===== config.mk =====
export PLATFORM = sky130hd
export DESIGN_NAME = keypad_scanner
export DESIGN_NICKNAME = d
export VERILOG_FILES = /design/src/rtl/keypad_scanner_pkg.sv /design/src/rtl/sync_2ff.sv /design/src/rtl/keypad_scanner.sv
export SDC_FILE = /design/constraint.sdc
export NUM_CORES = 1
export LEC_CHECK = 0
export BUFFER_PORTS_ARGS = -buffer_cell sky130_fd_sc_hd__buf_2
export CORE_MARGIN = 4
export CORE_UTILIZATION = 59
export CTS_BUF_LIST = sky130_fd_sc_hd__clkbuf_4
export CTS_CLUSTER_DIAMETER = 150
export CTS_CLUSTER_SIZE = 24
export DETAILED_ROUTE_END_ITERATION = 16
export HOLD_SLACK_MARGIN = 0.1
export PLACE_DENSITY_LB_ADDON = 0.12
export SYNTH_ARGS = -nofsm -noshare
export SYNTH_HDL_FRONTEND = slang
export SYNTH_SLANG_ARGS = --single-unit
export TNS_END_PERCENT = 1

===== constraint.sdc =====
create_clock -name Clk -period 2.52 [get_ports Clk]
set_input_delay 0.504 -clock Clk [delete_from_list [all_inputs] [get_ports Clk]]
set_output_delay 0.504 -clock Clk [all_outputs]
set_load 0.1 [all_outputs]

===== src/rtl/keypad_scanner_pkg.sv =====
// keypad_scanner_pkg: shared FSM state type, keypad geometry and calculator key mapping
package keypad_scanner_pkg;
  localparam int KP_W = 4;
  typedef enum logic [1:0] {ST_SCAN, ST_DEBOUNCE, ST_PRESENT, ST_RELEASE} state_e;
  // Calculator layout, rows top to bottom: 1 2 3 + / 4 5 6 - / 7 8 9 * / C 0 = /
  localparam logic [3:0] KEY_ADD = 4'd3;
  localparam logic [3:0] KEY_SUB = 4'd7;
  localparam logic [3:0] KEY_MUL = 4'd11;
  localparam logic [3:0] KEY_CLR = 4'd12;
  localparam logic [3:0] KEY_ZERO = 4'd13;
  localparam logic [3:0] KEY_EQ = 4'd14;
  localparam logic [3:0] KEY_DIV = 4'd15;
  localparam logic [7:0] KEY_SYM [16] = '{
    8'h31, 8'h32, 8'h33, 8'h2B, 8'h34, 8'h35, 8'h36, 8'h2D,
    8'h37, 8'h38, 8'h39, 8'h2A, 8'h43, 8'h30, 8'h3D, 8'h2F};
  function automatic logic [1:0] onehot_idx(input logic [KP_W-1:0] r);
    return r[3] ? 2'd3 : r[2] ? 2'd2 : r[1] ? 2'd1 : 2'd0;
  endfunction
endpackage


===== src/rtl/sync_2ff.sv =====
// sync_2ff: two-flop synchronizer for asynchronous level inputs
module sync_2ff
  import keypad_scanner_pkg::*;
#(
  parameter int W = KP_W
) (
  input  logic         clk_i,
  input  logic         rst_i,
  input  logic [W-1:0] d_i,
  output logic [W-1:0] q_o
);
  logic [W-1:0] meta_q, sync_q;
  always_ff @(posedge clk_i) begin
    if (rst_i) begin
      meta_q <= '0;
      sync_q <= '0;
    end else begin
      meta_q <= d_i;
      sync_q <= meta_q;
    end
  end
  assign q_o = sync_q;
endmodule


===== src/rtl/keypad_scanner.sv =====
// keypad_scanner: 4x4 keypad column scanner with debounce, ghost rejection and valid/ready key output
module keypad_scanner
  import keypad_scanner_pkg::*;
#(
  parameter int SCAN_DIV     = 4,
  parameter int DEBOUNCE_CNT = 8
) (
  input  logic            Clk,
  input  logic            Reset,
  input  logic [KP_W-1:0] Fila,
  output logic [KP_W-1:0] Columna,
  output logic [3:0]      key_code,
  output logic            key_valid,
  input  logic            key_ready,
  output logic            botonApretado
);
  localparam int CW = $clog2((SCAN_DIV > DEBOUNCE_CNT ? SCAN_DIV : DEBOUNCE_CNT) + 1);
  localparam logic [CW-1:0] DIV_LAST = CW'(SCAN_DIV - 1);
  localparam logic [CW-1:0] DEB_LAST = CW'(DEBOUNCE_CNT - 1);
  state_e          state_q, state_d;
  logic [1:0]      col_q, col_d;
  logic [CW-1:0]   div_q, div_d, cnt_q, cnt_d;
  logic [KP_W-1:0] pat_q, pat_d, rows_s;
  logic [3:0]      code_q, code_d;
  sync_2ff #(.W(KP_W)) u_sync (.clk_i(Clk), .rst_i(Reset), .d_i(Fila), .q_o(rows_s));
  always_comb begin
    state_d = state_q;
    col_d   = col_q;
    div_d   = div_q;
    cnt_d   = cnt_q;
    pat_d   = pat_q;
    code_d  = code_q;
    case (state_q)
      ST_SCAN: begin
        div_d = (div_q == DIV_LAST) ? '0 : div_q + 1'b1;
        if (div_q == DIV_LAST && rows_s == '0) col_d = col_q + 2'd1;
        if (div_q == DIV_LAST && rows_s != '0) begin
          pat_d   = rows_s;
          state_d = ST_DEBOUNCE;
        end
      end
      ST_DEBOUNCE: begin
        cnt_d = (rows_s == pat_q && cnt_q != DEB_LAST) ? cnt_q + 1'b1 : '0;
        if (rows_s != pat_q) state_d = ST_SCAN;
        else if (cnt_q == DEB_LAST) begin
          // several rows on one column cannot be resolved to a single key
          state_d = $onehot(pat_q) ? ST_PRESENT : ST_RELEASE;
          code_d  = $onehot(pat_q) ? {onehot_idx(pat_q), col_q} : code_q;
        end
      end
      ST_PRESENT: state_d = key_ready ? ST_RELEASE : ST_PRESENT;
      ST_RELEASE: begin
        cnt_d = (rows_s == '0 && cnt_q != DEB_LAST) ? cnt_q + 1'b1 : '0;
        if (rows_s == '0 && cnt_q == DEB_LAST) begin
          col_d   = col_q + 2'd1;
          state_d = ST_SCAN;
        end
      end
      default: state_d = ST_SCAN;
    endcase
  end
  always_ff @(posedge Clk) begin
    if (Reset) begin
      state_q <= ST_SCAN;
      col_q   <= '0;
      div_q   <= '0;
      cnt_q   <= '0;
      pat_q   <= '0;
      code_q  <= '0;
    end else begin
      state_q <= state_d;
      col_q   <= col_d;
      div_q   <= div_d;
      cnt_q   <= cnt_d;
      pat_q   <= pat_d;
      code_q  <= code_d;
    end
  end
  assign Columna       = 4'b0001 << col_q;
  assign key_code      = code_q;
  assign key_valid     = state_q == ST_PRESENT;
  assign botonApretado = state_q != ST_SCAN;
endmodule


Yosys cells after proc, flatten, opt, wreduce, memory -nomap -nowiden
Index checks and enable logic that the tools add are counted.

word-level totals
  word-level logic and storage cells = 61
  output and inout port bits = 10
  register bits after elaboration = 28
  input port bits = 7

operators by class
  bitwise gates (word level) = 1
  eq/ne operators = 13
  $add $sub $neg = 6
  reductions and logical operators = 15
  shift-type cells = 1
  muxes and demuxes = 17

operators with widths
  kind                   count
  $mux W2                8
  $mux W4                3
  $add A4 B1 Y4 const B  2
  $pmux W2 S4            1
  $pmux W4 S2            1
  $ne A2 B2 Y1 const B   3
  $reduce_and A3 Y1      2
  $reduce_bool A2 Y1     3
  $logic_and A1 B1 Y1    5
  $add A1 B1 Y2          2
  $eq A2 B2 Y1 const B   2
  $eq A4 B2 Y1 const B   1
  $eq A4 B3 Y1 const B   1
  $eq A4 B4 Y1           1
  $logic_not A4 Y1       1
  $ne A4 B3 Y1 const B   1
  $ne A4 B4 Y1           1
  $pmux W2 S2            1
  $reduce_and A4 Y1      1
  $reduce_bool A4 Y1     1
  $shl A1 B2 Y4 const A  1
  $add A2 B2 Y3          1
  $eq A3 B1 Y1 const B   1
  $mux W1                3
  6 further kinds        6

Longest topological paths before layout
Gate-level depths: netlist of run 1.

  depth in word-level cells = 7
  depth in mapped cells = 8
  gate-level depth less buffers = 8

Cells and area by module
Synthesis of run 1 repeated with hierarchy kept, for this count alone.

second synthesis, totals
  cell total of the unflattened synthesis = 143
  area total of the unflattened synthesis = 1342.5 sq um

modules (own cells, without submodules)
  module          sequential area each (sq um)  area an instance (sq um)  cells an instance  instances
  keypad_scanner  400.4                         1132.3                    127                1
  sync_2ff        160.2                         210.2                     16                 1

Worst setup path before layout of run 1
Ideal clock, no wire load.

  path type = flip-flop to flip-flop
  start = register with a tool-made name
  end = register state_q[0]
  slack = 0.070 ns
  library setup time = 0.142 ns
  stages on the path, launching flop included = 6
  clock period less this slack = 2.450 ns
  path buffers = 1
  arrival time = 2.308 ns
  data required time = 2.378 ns
  cells stage by stage = dfxtp_1 clkbuf_1 nor2b_1 nor2b_1 a21o_1 a221oi_1

RTL lines
  item                  line                  text
  to (signal assigned)  keypad_scanner.sv:71  state_q <= state_d;
  to (decl)             keypad_scanner.sv:20  state_e state_q, state_d;

Final worst setup path of run 1
  start = register pat_q[0]
  end = register code_q[0], in the netlist key_code[0]

between the ends
  word-level cells in the longest chain between the ends = 4
  elaborated cells between the ends (all ways) = 6
  those cells by class = 2 x add/sub; 2 x eq/ne; 1 x bitwise; 1 x reduce/logical

ends and longest elaborated chain
  item                                 line                  text
  from (decl)                          keypad_scanner.sv:23  logic [KP_W-1:0] pat_q, pat_d, rows_s;
  from (signal assigned)               keypad_scanner.sv:75  pat_q <= pat_d;
  $add A1 B1 Y2 (not written as such)  keypad_scanner.sv:48  code_d = $onehot(pat_q) ? {onehot_idx(pat_q), col_q} : code_q;
  $add A2 B2 Y3 (not written as such)  keypad_scanner.sv:48
  $eq A3 B1 Y1                         keypad_scanner.sv:48
  $reduce_and A4 Y1 (no line) (*)      --
  to (signal assigned)                 keypad_scanner.sv:76  code_q <= code_d;
  to (decl)                            keypad_scanner.sv:24  logic [3:0] code_q, code_d;

Mark *: on every way between the ends. The rest lies on a longest branch, timed or not.
A chain may end at the register's enable or synchronous reset.

==> impl_results.rst, run 1 <==
.. list-table::
   :header-rows: 1

   * - Metric
     - Value
   * - Required time of the worst setup path
     - 2780 ps
   * - Port buffer count
     - 16
   * - First drt pass iteration count
     - 4
   * - Number of nets still failing antenna checks after routing
     - 0
   * - Post-synthesis register bit count
     - 28
   * - Worst path top cell family by delay
     - adder cells
   * - CTS max path bufs
     - 2
   * - Worst endpoint data arrival time
     - 2650 ps
   * - Cell area after synthesis
     - 1340 um^2
   * - Die outline area
     - 3090 um^2
   * - Nets in the synthesized netlist
     - 160
   * - Total wire length after detailed routing
     - 2.41 mm
   * - P&R area growth vs syn
     - 11.7%
   * - Synth Area per Inst
     - 9.27 um^2
   * - Clk root buf
     - sky130_fd_sc_hd__clkbuf_4
   * - Overall power
     - 873 uW
   * - Crit-path max cell delay
     - 550 ps
   * - Critical path capture point type
     - flop
   * - Total I/O pin count
     - 17
   * - Largest net degree at the start of global routing
     - 28
   * - Die width
     - 55.6 um
   * - Min Clock Period, post-route
     - 2390 ps
   * - Leakage
     - 0.000633 uW
   * - Critical Path Slowest Stage Cell
     - sky130_fd_sc_hd__fa_1
   * - Starting density of the core
     - 0.647
   * - Sequential share of power
     - 0.544
   * - Count of final max-slew check failures
     - 0
   * - Share of synthesized flip-flops with an asynchronous set or reset
     - 0
   * - Pre-CTS setup slack
     - 57.2 ps
   * - Peak supply drop
     - 0.000428 V
   * - Total of max-cap violations
     - 0
   * - CTS Hold Buffers Added
     - 0
   * - Number of endpoints failing setup at the final stage
     - 0
   * - Least-Margin Pin Slew
     - 488 ps
   * - Number of antenna cells inserted
     - 0
   * - Cell internal pwr
     - 658 uW
   * - Floorplan row count
     - 16
   * - CTS HTree Levels
     - 1
   * - Cell chain of the critical path
     - inv_1, fa_1, inv_1, ha_1, ha_1, nor4b_4, and3_2, mux2i_1
   * - Number of antenna violations at the first check in global routing
     - 0
   * - Detailed-route wire length per cell
     - 13.0 um
   * - Inserted Clock Buffers
     - 3
   * - Worst Hold Class
     - in -> reg
   * - Via count of the first global-routing pass
     - 1,019
   * - Slew HR
     - 0.677
   * - Register area share after synthesis
     - 0.420
   * - Peak clock frequency supported by timing
     - 0.418 GHz
   * - GRT Residual Overflow
     - 0
   * - Most area-hungry cell type in the Yosys netlist
     - sky130_fd_sc_hd__dfxtp_1
   * - Clock Latency Late Sink
     - 320 ps
   * - Critical path class
     - reg -> reg
   * - Final critical-path share of the clock period
     - 0.949
   * - Number of buffer and inverter instances along the worst setup path
     - 2
   * - Final non-filler cell total
     - 185
   * - Critical Path Fanout Max
     - 4
   * - Placed wire-length estimate after detailed placement
     - 1.76 mm
   * - Number of different library cells in the post-synthesis netlist
     - 40
   * - Switching share of power
     - 0.246
   * - Worst clock skew on the final layout
     - 3.33 ps
   * - Layout Nets
     - 175
   * - Fraction of power consumed by the clock network
     - 0.333
   * - Drc violations
     - 0
   * - Final hold vios
     - 0
   * - Net Sw Power
     - 215 uW
   * - Inst Count DP
     - 180
   * - Final Worst Setup Slack
     - 128 ps
   * - CORE AREA
     - 2060 um^2
   * - Count of flip-flops with a built-in enable after synthesis
     - 0
   * - Via count
     - 1,014
   * - Final sum of negative setup slack
     - 0 ps
   * - Leading cell type in the layout, fill and taps excluded
     - sky130_fd_sc_hd__dfxtp_1
   * - Avg Vias per Cell
     - 5.48
   * - Kind of start point of the critical path
     - flop
   * - Clock transition at path regs
     - 150 ps
   * - Drt first-iter violations
     - 15
   * - Top library cells by usage in the layout, fill and taps aside
     - sky130_fd_sc_hd__dfxtp_1 (28), sky130_fd_sc_hd__buf_2 (16), sky130_fd_sc_hd__nand2_1 (13), sky130_fd_sc_hd__nor2b_1 (11)
   * - Total Routing Usage GR
     - 0.165
   * - Sinks on the clock net
     - 28
   * - YS warnings
     - 0
   * - DIE HEIGHT
     - 55.6 um
   * - Global placer's final weighted congestion
     - 0.743
   * - Wire length of the first global-routing pass
     - 4.30 mm
   * - Largest cells by area after synthesis
     - sky130_fd_sc_hd__dfxtp_1 (42%), sky130_fd_sc_hd__ha_1 (7.5%), sky130_fd_sc_hd__nor2b_1 (5.2%), sky130_fd_sc_hd__xor2_1 (3.9%), sky130_fd_sc_hd__mux2i_1 (3.7%)
   * - Run status
     - finished, final reports clean
   * - Relative contribution of combinational cells to total power
     - 0.123
   * - Main synth FF type
     - sky130_fd_sc_hd__dfxtp_1
   * - Clock tree from TritonCTS
     - yes
   * - Post-synthesis cell count
     - 144
   * - Total power divided by cell area
     - 585 nW/um^2
   * - Layout Utilization
     - 0.723
   * - Layout cells sized above 1
     - 0.171
   * - Area share of the leading cell type in the synthesized netlist
     - 0.420
[layout make-up]
type	instances	area [um^2]
clock buffer	3	22.5
clock inverter	1	30.0
fill	168	571
inverter	8	30.0
multi-input combinational	101	727
sequential	28	561
tap	27	33.8
timing repair buffer	17	87.6
[cell usage after synthesis (3+ instances only)]
cell type                  instances
sky130_fd_sc_hd__dfxtp_1          28
sky130_fd_sc_hd__nand2_1          13
sky130_fd_sc_hd__nor2b_1          11
sky130_fd_sc_hd__ha_1              8
sky130_fd_sc_hd__inv_1             8
sky130_fd_sc_hd__a21oi_1           7
sky130_fd_sc_hd__nand2b_1          7
sky130_fd_sc_hd__clkbuf_1          6
sky130_fd_sc_hd__nor2_1            6
sky130_fd_sc_hd__xor2_1            6
sky130_fd_sc_hd__mux2i_1           5
sky130_fd_sc_hd__nand3_1           3
sky130_fd_sc_hd__nor3_1            3
[path summary, 6_finish.rpt]
check                   startpoint               end  slack [ps]  cells after the start
setup / recovery          pat_q[0]       key_code[0]         130                      8
hold / removal             Fila[0]  u_sync.meta_q[0]         380                      2
setup reg to reg          pat_q[0]       key_code[0]         130                      8
hold reg to reg   u_sync.meta_q[0]     u_sync.q_o[0]         460                      1
[registers in the layout (all words and copies together), names as in the netlist, named ones only]
name / flops
div_q: 4
pat_q: 4
key_code: 4
u_sync.meta_q: 4
col_q: 2
state_q: 1
u_sync.q_o: 4
cnt_q: 4
[metrics by stage]
stage / hold WS (ps) / area (um^2)
after floorplan: 414 / 1340
after global placement: 422 / 1420
after detailed placement: 425 / 1420
after CTS: 368 / 1470
after global routing: 376 / 1490
final: 378 / 1490
[power by group through the flow]
stage / Clock [uW] / Combinational [uW] / Sequential [uW]
2_1_floorplan: 0 / 93.7 / 479
3_3_place_gp: 0 / 103 / 483
3_5_place_dp: 0 / 108 / 485
4_1_cts: 299 / 108 / 475
5_1_grt: 318 / 119 / 479
6_report: 290 / 108 / 475
[routing by layer]
| metal | global-route usage | routed length (um) | part of all wire | up-vias |
|---|---|---|---|---|
| met1 | 0.199 | 1090 | 0.45 | 480 |
| met2 | 0.302 | 1220 | 0.51 | 14 |
| met3 | 0.0302 | 72 | 0.030 | 4 |
| met4 | 0.0347 | 27 | 0.011 | 0 |
| met5 | 0 | 0 | 0 | - |
| li1 | - | - | - | 516 |
[cell families after synthesis]
| logic type | Yosys count | share of synthesized area |
|---|---|---|
| AND/OR/NAND/NOR | 60 | 0.269 |
| flip-flops | 28 | 0.420 |
| AO/OA/AOI/OAI | 20 | 0.0946 |
| buffers and inverters | 15 | 0.0431 |
| adder cells (fa/ha/maj) | 9 | 0.0900 |
| XOR/XNOR | 7 | 0.0459 |
| multiplexers | 5 | 0.0375 |
[timing repair]
action | 4_1_cts | 5_1_grt
endpoints found under the setup margin | 0 | 4
setup buffers | 0 | 1
gates resized for setup | 0 | 2
Power figures use the tool's default switching activity.
==> run 2: changes to the inputs <==
--- a/config.mk
+++ b/config.mk
@@ -15,4 +15,5 @@
 export HOLD_SLACK_MARGIN = 0.1
 export PLACE_DENSITY_LB_ADDON = 0.12
+export RECOVER_POWER = 100
 export SYNTH_ARGS = -nofsm -noshare
 export SYNTH_HDL_FRONTEND = slang
==> constraint.sdc (replaced) <==
create_clock -name Clk -period 2.52 [get_ports Clk]
set_input_delay 0.126 -clock Clk [delete_from_list [all_inputs] [get_ports Clk]]
set_output_delay 0.126 -clock Clk [all_outputs]
set_load 0.1 [all_outputs]
==> run 2 against run 1 <==
Net effect: via count is 2.0% higher; register-to-register slack is essentially flat; core utilization is 1.1 points higher; global-route usage increased by 0.58 points; wire length up 3.2%; critical path depth did not move; flip-flop and latch count unchanged; critical path type unchanged; largest power group unchanged.
==> impl_results.rst, run 2 (synthesis results as in run 1) <==
.. list-table::
   :header-rows: 1

   * - Metric
     - Value
   * - Run status
     - finished, final reports clean (unchanged)
   * - Min Clock Period, post-route
     - 2390 ps (about the same)
   * - Number of endpoints failing setup at the final stage
     - 0 (unchanged)
   * - Avg Vias per Cell
     - 5.47 (was 5.48)
   * - Inst Count DP
     - 180 (unchanged)
   * - Total wire length after detailed routing
     - 2.48 mm (was 2.41 mm)
   * - Launch point of the worst reg-to-reg path
     - pat_q[0] (unchanged)
   * - Slew HR
     - 0.216 (was 0.677)
   * - Peak clock frequency supported by timing
     - 0.418 GHz (about the same)
   * - Clock transition at path regs
     - 150 ps (about the same)
   * - Peak supply drop
     - 0.000432 V (was 0.000428 V)
   * - CTS HTree Levels
     - 1 (unchanged)
   * - Worst Hold Class
     - in -> reg (unchanged)
   * - Worst endpoint data arrival time
     - 2660 ps (was 2650 ps)
   * - Drt first-iter violations
     - 20 (was 15)
   * - Critical path capture point type
     - flop (unchanged)
   * - Worst Hold Path EP
     - state_q[0] (was u_sync.meta_q[0])
   * - Die outline area
     - 3090 um^2 (unchanged)
   * - Die width
     - 55.6 um (unchanged)
   * - Largest net degree at the start of global routing
     - 28 (unchanged)
   * - Overall power
     - 878 uW (was 873 uW)
   * - Worst clock skew on the final layout
     - 1.85 ps (was 3.33 ps)
   * - Via count
     - 1,034 (was 1,014)
   * - Clock tree from TritonCTS
     - yes (unchanged)
   * - Via count of the first global-routing pass
     - 1,040 (was 1,019)
   * - Detailed-route wire length per cell
     - 13.1 um (was 13.0 um)
   * - Capture instance of the worst register-to-register path
     - key_code[0] (unchanged)
   * - Area occupied by registers
     - 561 um^2 (unchanged)
   * - Floorplan row count
     - 16 (unchanged)
   * - Layout Nets
     - 179 (was 175)
   * - Wire length of the first global-routing pass
     - 4.46 mm (was 4.30 mm)
   * - Final hold vios
     - 0 (unchanged)
   * - Hold Path Depth
     - 4 (was 2)
   * - Count of final max-slew check failures
     - 0 (unchanged)
   * - Sinks on the clock net
     - 28 (unchanged)
   * - Least-Margin Pin Slew
     - 1180 ps (was 488 ps)
   * - Critical path class
     - reg -> reg (unchanged)
   * - Clock Latency Late Sink
     - 320 ps (about the same)
   * - DIE HEIGHT
     - 55.6 um (unchanged)
   * - Internal reg-to-reg setup slack
     - 130 ps (about the same)
   * - Total I/O pin count
     - 17 (unchanged)
   * - Starting density of the core
     - 0.647 (unchanged)
   * - CTS max path bufs
     - 2 (unchanged)
   * - Critical Path Fanout Max
     - 4 (unchanged)
   * - Footprint of the multi-input gates
     - 721 um^2 (was 727 um^2)
   * - Global placer's final weighted congestion
     - 0.743 (unchanged)
   * - Placed wire-length estimate after detailed placement
     - 1.76 mm (unchanged)
   * - Final critical-path share of the clock period
     - 0.950 (was 0.949)
   * - FF-to-FF path depth
     - 8 (unchanged)
   * - Total of max-cap violations
     - 0 (unchanged)
   * - Layout cells sized above 1
     - 0.0988 (was 0.171)
   * - Top library cells by usage in the layout, fill and taps aside
     - sky130_fd_sc_hd__dfxtp_1 (28), sky130_fd_sc_hd__nand2_1 (13), sky130_fd_sc_hd__nor2b_1 (11), sky130_fd_sc_hd__clkbuf_1 (9) (was sky130_fd_sc_hd__dfxtp_1 (28), sky130_fd_sc_hd__buf_2 (16), sky130_fd_sc_hd__nand2_1 (13), sky130_fd_sc_hd__nor2b_1 (11))
   * - Leading cell type in the layout, fill and taps excluded
     - sky130_fd_sc_hd__dfxtp_1 (unchanged)
   * - First drt pass iteration count
     - 4 (unchanged)
   * - Required time of the worst setup path
     - 2780 ps (about the same)
   * - Number of antenna cells inserted
     - 0 (unchanged)
   * - P&R area growth vs syn
     - 13.4% (was 11.7%)
   * - Total power divided by cell area
     - 580 nW/um^2 (was 585 nW/um^2)
   * - Final non-filler cell total
     - 189 (was 185)
   * - Drc violations
     - 0 (unchanged)
   * - Number of antenna violations at the first check in global routing
     - 0 (unchanged)
   * - Inserted Clock Buffers
     - 3 (unchanged)
   * - GRT Residual Overflow
     - 0 (unchanged)
   * - Port buffer count
     - 16 (unchanged)
   * - Total Routing Usage GR
     - 0.171 (was 0.165)
   * - Leakage
     - 0.000612 uW (was 0.000633 uW)
   * - Kind of start point of the critical path
     - flop (unchanged)
   * - Worst Hold Launch
     - key_ready (was Fila[0])
   * - Filler Cell Count
     - 163 (was 168)
   * - Number of nets still failing antenna checks after routing
     - 0 (unchanged)
   * - Clk root buf
     - sky130_fd_sc_hd__clkbuf_4 (unchanged)
   * - CORE AREA
     - 2060 um^2 (unchanged)
==> run 2: worst max-delay path, cell delays in order (launching register included) <==
cell                      delay, ps
sky130_fd_sc_hd__dfxtp_1        400
sky130_fd_sc_hd__inv_1           80
sky130_fd_sc_hd__fa_1           550
sky130_fd_sc_hd__inv_1           50
sky130_fd_sc_hd__ha_1           180
sky130_fd_sc_hd__ha_1           300
sky130_fd_sc_hd__nor4b_4        320
sky130_fd_sc_hd__and3_2         270
sky130_fd_sc_hd__mux2i_1        190
==> run 2: worst max path at each step <==
| stage | end | slack (ps) | startpoint | cells past startpoint |
|---|---|---|---|---|
| after floorplan | state_q[0] | 70 | flop | 5 |
| after global placement | key_code[1] | 180 | pat_q[0] | 8 |
| after detailed placement | key_code[0] | 60 | pat_q[0] | 8 |
| after CTS | key_code[0] | 7 | pat_q[0] | 8 |
| after global routing | key_code[1] | -7 | pat_q[0] | 8 |
| final | key_code[0] | 130 | pat_q[0] | 8 |
==> run 2: through the flow <==
stage / hold slack (ps) / area [um^2] / setup TNS [ps] / worst slack (ps) / util
after global placement: 332 / 1420 / 0 / 177 / 0.689
after floorplan: 254 / 1340 / 0 / 70.0 / -
final: 211 / 1510 / 0 / 126 / 0.734
after detailed placement: 341 / 1420 / 0 / 57.2 / 0.689
after global routing: 225 / 1510 / -11.9 / -6.63 / 0.734
after CTS: 213 / 1510 / 0 / 7.05 / 0.734
==> run 2: what timing repair did <==
action,4_1_cts,5_1_grt
hold buffers,4,0
setup endpoints to repair,0,4
setup buffers,0,1
resized for setup,0,2
endpoints found under the hold margin,4,0
==> run 2: area by class of cell <==
class | instances | area share
well taps | 27 | 0.0223
clock inverters | 1 | 0.0198
repair buffers | 21 | 0.0769
clock buffers | 3 | 0.0149
inverters | 8 | 0.0198
flip-flops and latches | 28 | 0.370
multi-input cells | 101 | 0.476
==> run 2: report_power, final <==
| part | switching [uW] | leakage [uW] | internal (uW) |
|---|---|---|---|
| logic | 70.0 | 0.000356 | 41.0 |
| registers | 15.2 | 0.000228 | 460 |
| clock network | 132 | 0.0000279 | 161 |
| total | 217 | 0.000612 | 661 |
==> run 2: routing by layer <==
| metal | vias up | global-route usage | share of wire |
|---|---|---|---|
| met5 | - | 0 | 0 |
| met4 | 0 | 0.0347 | 0.015 |
| met3 | 6 | 0.0325 | 0.035 |
| met2 | 18 | 0.313 | 0.51 |
| met1 | 487 | 0.207 | 0.44 |
| li1 | 523 | - | - |
==> run 3: changes to the inputs <==
- ABC_AREA: not set -> 1
- CAP_MARGIN: not set -> 25
- SYNTH_HIERARCHICAL: not set -> 1
==> run 3 against run 2 <==
Net effect: clock skew rose by 8.2 ps; first-iteration DRC count is 30% lower; register-to-register slack improved by 40 ps; worst hold slack worse by 22 ps; sequential share of layout area decreased by 0.98 points; non-clock buffer count down 1; critical path depth grew 2; count of clock-buffer cells in the layout unchanged.
==> impl_results.rst, run 3 <==
.. list-table::
   :header-rows: 1

   * - Metric
     - Value
   * - Global placer's final weighted congestion
     - 0.864 (was 0.743)
   * - Final sum of negative setup slack
     - 0 ps (unchanged)
   * - Drc violations
     - 0 (unchanged)
   * - Cell area after synthesis
     - 1420 um^2 (was 1340 um^2)
   * - P&R area growth vs syn
     - 9.32% (was 13.4%)
   * - Slew HR
     - 0.223 (was 0.216)
   * - Main combinational cell family by area after synthesis
     - simple AND/OR/NAND/NOR gates (unchanged)
   * - Pre-CTS setup slack
     - 214 ps (was 57.2 ps)
   * - Least-Margin Pin Slew
     - 1170 ps (was 1180 ps)
   * - Share of the synthesized area in compound gates (AO/OA/AOI/OAI)
     - 0.0985 (was 0.0947)
   * - Number of nets still failing antenna checks after routing
     - 0 (unchanged)
   * - Number of antenna cells inserted
     - 0 (unchanged)
   * - Number of antenna violations at the first check in global routing
     - 0 (unchanged)
   * - Leading cell type in the layout, fill and taps excluded
     - sky130_fd_sc_hd__nand2_1 (was sky130_fd_sc_hd__dfxtp_1)
   * - GRT Residual Overflow
     - 0 (unchanged)
   * - Floorplan row count
     - 17 (was 16)
   * - Total Routing Usage GR
     - 0.194 (was 0.171)
   * - Placed wire-length estimate after detailed placement
     - 2.10 mm (was 1.76 mm)
   * - Main synth FF type
     - sky130_fd_sc_hd__dfxtp_1 (unchanged)
   * - Critical path capture point type
     - flop (unchanged)
   * - Wire length of the first global-routing pass
     - 5.16 mm (was 4.46 mm)
   * - Critical path class
     - reg -> reg (unchanged)
   * - Largest net degree at the start of global routing
     - 24 (was 28)
   * - CORE AREA
     - 2250 um^2 (was 2060 um^2)
   * - Total power divided by cell area
     - 530 nW/um^2 (was 580 nW/um^2)
   * - Clk root buf
     - sky130_fd_sc_hd__clkbuf_4 (unchanged)
   * - Number of endpoints failing setup at the final stage
     - 0 (unchanged)
   * - Worst Hold Class
     - in -> reg (unchanged)
   * - Inserted Clock Buffers
     - 3 (unchanged)
   * - Drt first-iter violations
     - 14 (was 20)
   * - Post-CTS setup repair buffer count
     - 0 (unchanged)
   * - Peak supply drop
     - 0.000496 V (was 0.000432 V)
   * - YS warnings
     - 6 (was 0)
   * - Final Worst Setup Slack
     - 166 ps (was 126 ps)
   * - Leakage
     - 0.000707 uW (was 0.000612 uW)
   * - Post-synthesis register bit count
     - 28 (unchanged)
   * - Adder and majority gate portion of the synthesized area
     - 0.0844 (was 0.0900)
   * - CTS max path bufs
     - 2 (unchanged)
   * - Kind of start point of the critical path
     - flop (unchanged)
   * - Worst endpoint data arrival time
     - 2560 ps (was 2660 ps)
   * - Clock Latency Late Sink
     - 330 ps (was 320 ps)
   * - Count of flip-flops with a built-in enable after synthesis
     - 0 (unchanged)
   * - Via count
     - 1,239 (was 1,034)
   * - Total of max-cap violations
     - 0 (unchanged)
   * - First drt pass iteration count
     - 4 (unchanged)
   * - Worst clock skew on the final layout
     - 10.1 ps (was 1.85 ps)
   * - Avg Vias per Cell
     - 5.04 (was 5.47)
   * - Post-synthesis cell count
     - 197 (was 144)
   * - Total I/O pin count
     - 17 (unchanged)
   * - DIE HEIGHT
     - 57.1 um (was 55.6 um)
   * - Peak clock frequency supported by timing
     - 0.425 GHz (was 0.418 GHz)
   * - Largest cells by area after synthesis
     - sky130_fd_sc_hd__dfxtp_1 (39%), sky130_fd_sc_hd__nand2_1 (11%), sky130_fd_sc_hd__inv_1 (8.4%), sky130_fd_sc_hd__ha_1 (7.0%), sky130_fd_sc_hd__nor2_1 (6.3%) (was sky130_fd_sc_hd__dfxtp_1 (42%), sky130_fd_sc_hd__ha_1 (7.5%), sky130_fd_sc_hd__nor2b_1 (5.2%), sky130_fd_sc_hd__xor2_1 (3.9%), sky130_fd_sc_hd__mux2i_1 (3.7%))
   * - Layout cells sized above 1
     - 0.0917 (was 0.0988)
   * - Final critical-path share of the clock period
     - 0.934 (was 0.950)
   * - Starting density of the core
     - 0.631 (was 0.647)
   * - Total wire length after detailed routing
     - 2.84 mm (was 2.48 mm)
   * - Required time of the worst setup path
     - 2720 ps (was 2780 ps)
   * - Clock tree from TritonCTS
     - yes (unchanged)
   * - Hold_ws
     - 189 ps (was 211 ps)
   * - Critical Path Fanout Max
     - 5 (was 4)
   * - CTS HTree Levels
     - 1 (unchanged)
   * - Basic-gate share of the synthesized area counting and, or, nand and nor cells
     - 0.288 (was 0.269)
   * - Cell area after placement
     - 1510 um^2 (was 1420 um^2)
   * - Area share of the leading cell type in the synthesized netlist
     - 0.394 (was 0.420)
   * - Synth Area per Inst
     - 7.22 um^2 (was 9.27 um^2)
   * - Sinks on the clock net
     - 28 (unchanged)
   * - Die outline area
     - 3260 um^2 (was 3090 um^2)
   * - Synthesized-area fraction occupied by xor and xnor cells
     - 0.0185 (was 0.0459)
   * - Final hold vios
     - 0 (unchanged)
   * - Port buffer count
     - 16 (unchanged)
   * - Die width
     - 57.1 um (was 55.6 um)
   * - Number of different library cells in the post-synthesis netlist
     - 24 (was 40)
   * - Via count of the first global-routing pass
     - 1,250 (was 1,040)
   * - Share of synthesized flip-flops with an asynchronous set or reset
     - 0 (unchanged)
   * - Detailed-route wire length per cell
     - 11.5 um (was 13.1 um)
   * - Clock transition at path regs
     - 140 ps (was 150 ps)
   * - Layout Nets
     - 235 (was 179)
   * - Register area share after synthesis
     - 0.394 (was 0.420)
   * - Top library cells by usage in the layout, fill and taps aside
     - sky130_fd_sc_hd__nand2_1 (42), sky130_fd_sc_hd__inv_1 (33), sky130_fd_sc_hd__dfxtp_1 (28), sky130_fd_sc_hd__nor2_1 (25), sky130_fd_sc_hd__a21oi_1 (14) (was sky130_fd_sc_hd__dfxtp_1 (28), sky130_fd_sc_hd__nand2_1 (13), sky130_fd_sc_hd__nor2b_1 (11), sky130_fd_sc_hd__clkbuf_1 (9))
   * - Post-CTS Resized
     - 0 (unchanged)
   * - Filler Cell Count
     - 196 (was 163)
   * - Nets in the synthesized netlist
     - 213 (was 160)
   * - CTS Hold Buffers Added
     - 4 (unchanged)
   * - Most area-hungry cell type in the Yosys netlist
     - sky130_fd_sc_hd__dfxtp_1 (unchanged)
   * - Summed area of non-filler cells in the final layout
     - 1560 um^2 (was 1510 um^2)
   * - Setup repair after global routing missed its margin
     - false
   * - Leading post-synthesis cells by instance count
     - sky130_fd_sc_hd__nand2_1 (42), sky130_fd_sc_hd__inv_1 (32), sky130_fd_sc_hd__dfxtp_1 (28) (was sky130_fd_sc_hd__dfxtp_1 (28), sky130_fd_sc_hd__nand2_1 (13), sky130_fd_sc_hd__nor2b_1 (11))
   * - Most used standard cell by instance count after synthesis
     - sky130_fd_sc_hd__nand2_1 (was sky130_fd_sc_hd__dfxtp_1)
   * - Run status
     - finished, final reports clean (unchanged)
   * - Multiplexer share of the synthesized area
     - 0 (was 0.0375)
   * - Min Clock Period, post-route
     - 2350 ps (was 2390 ps)
   * - Count of final max-slew check failures
     - 0 (unchanged)
[run 3: cell types whose count changed after synthesis, sizes merged, moves of 5 or more]
cell,before,now
nand2b,7,0
o21ai,3,11
nand2,13,45
nor2,7,29
inv,8,35
clkbuf,6,1
mux2i,5,0
nand4,2,8
a21oi,8,14
nor2b,11,0
[run 3: per-stage QoR]
| step | power [uW] | utilization | std cells |
|---|---|---|---|
| after floorplan | 621 | - | 197 |
| after global placement | 642 | 0.670 | 238 |
| after detailed placement | 648 | 0.670 | 238 |
| after CTS | 834 | 0.700 | 246 |
| after global routing | 868 | 0.690 | 246 |
| final | 824 | 0.690 | 246 |
[run 3: final timing paths]
kind / start / end / slack, ps / cells after the start
setup reg to reg: pat_q[0] / key_code[2] / 170 / 10
hold / removal: key_ready / state_q[0] / 190 / 5
setup / recovery: pat_q[0] / key_code[2] / 170 / 10
hold reg to reg: u_sync/meta_q[0] / u_sync/q_o[0] / 420 / 2
[run 3: critical path, stage by stage (launching register included)]
cell,delay [ps]
sky130_fd_sc_hd__dfxtp_1,380
sky130_fd_sc_hd__inv_1,80
sky130_fd_sc_hd__fa_1,530
sky130_fd_sc_hd__inv_1,40
sky130_fd_sc_hd__ha_1,170
sky130_fd_sc_hd__ha_1,260
sky130_fd_sc_hd__nand3b_1,190
sky130_fd_sc_hd__nor2_2,190
sky130_fd_sc_hd__nand4_1,220
sky130_fd_sc_hd__nand2_1,110
sky130_fd_sc_hd__a21oi_1,70
[run 3: where the power goes]
part	internal, uW	switching, uW	total (uW)
registers	462	17.2	479
clock network	58.1	123	181
logic	45.9	118	164
total	566	258	824
[run 3: cell type report]
cell class                 instances  area [um^2]  share of cell area
multi-input combinational        129          686               0.441
clock inverter                     1         3.75             0.00241
sequential                        28          561               0.360
tap                               28         35.0              0.0225
inverter                          37          139              0.0893
timing repair buffer              20          109              0.0700
clock buffer                       3         22.5              0.0145
[run 3: per-layer routing]
metal	vias up	global-route usage	routed length (um)
met3	2	0.0226	88
met4	0	0.0596	17
li1	653	-	-
met2	24	0.374	1470
met5	-	0	0
met1	560	0.220	1270
[run 3: cells by family after synthesis]
logic type / after synthesis
AND/OR/NAND/NOR: 91
buffers and inverters: 40
flip-flops: 28
AO/OA/AOI/OAI: 26
adder cells (fa/ha/maj): 9
XOR/XNOR: 3
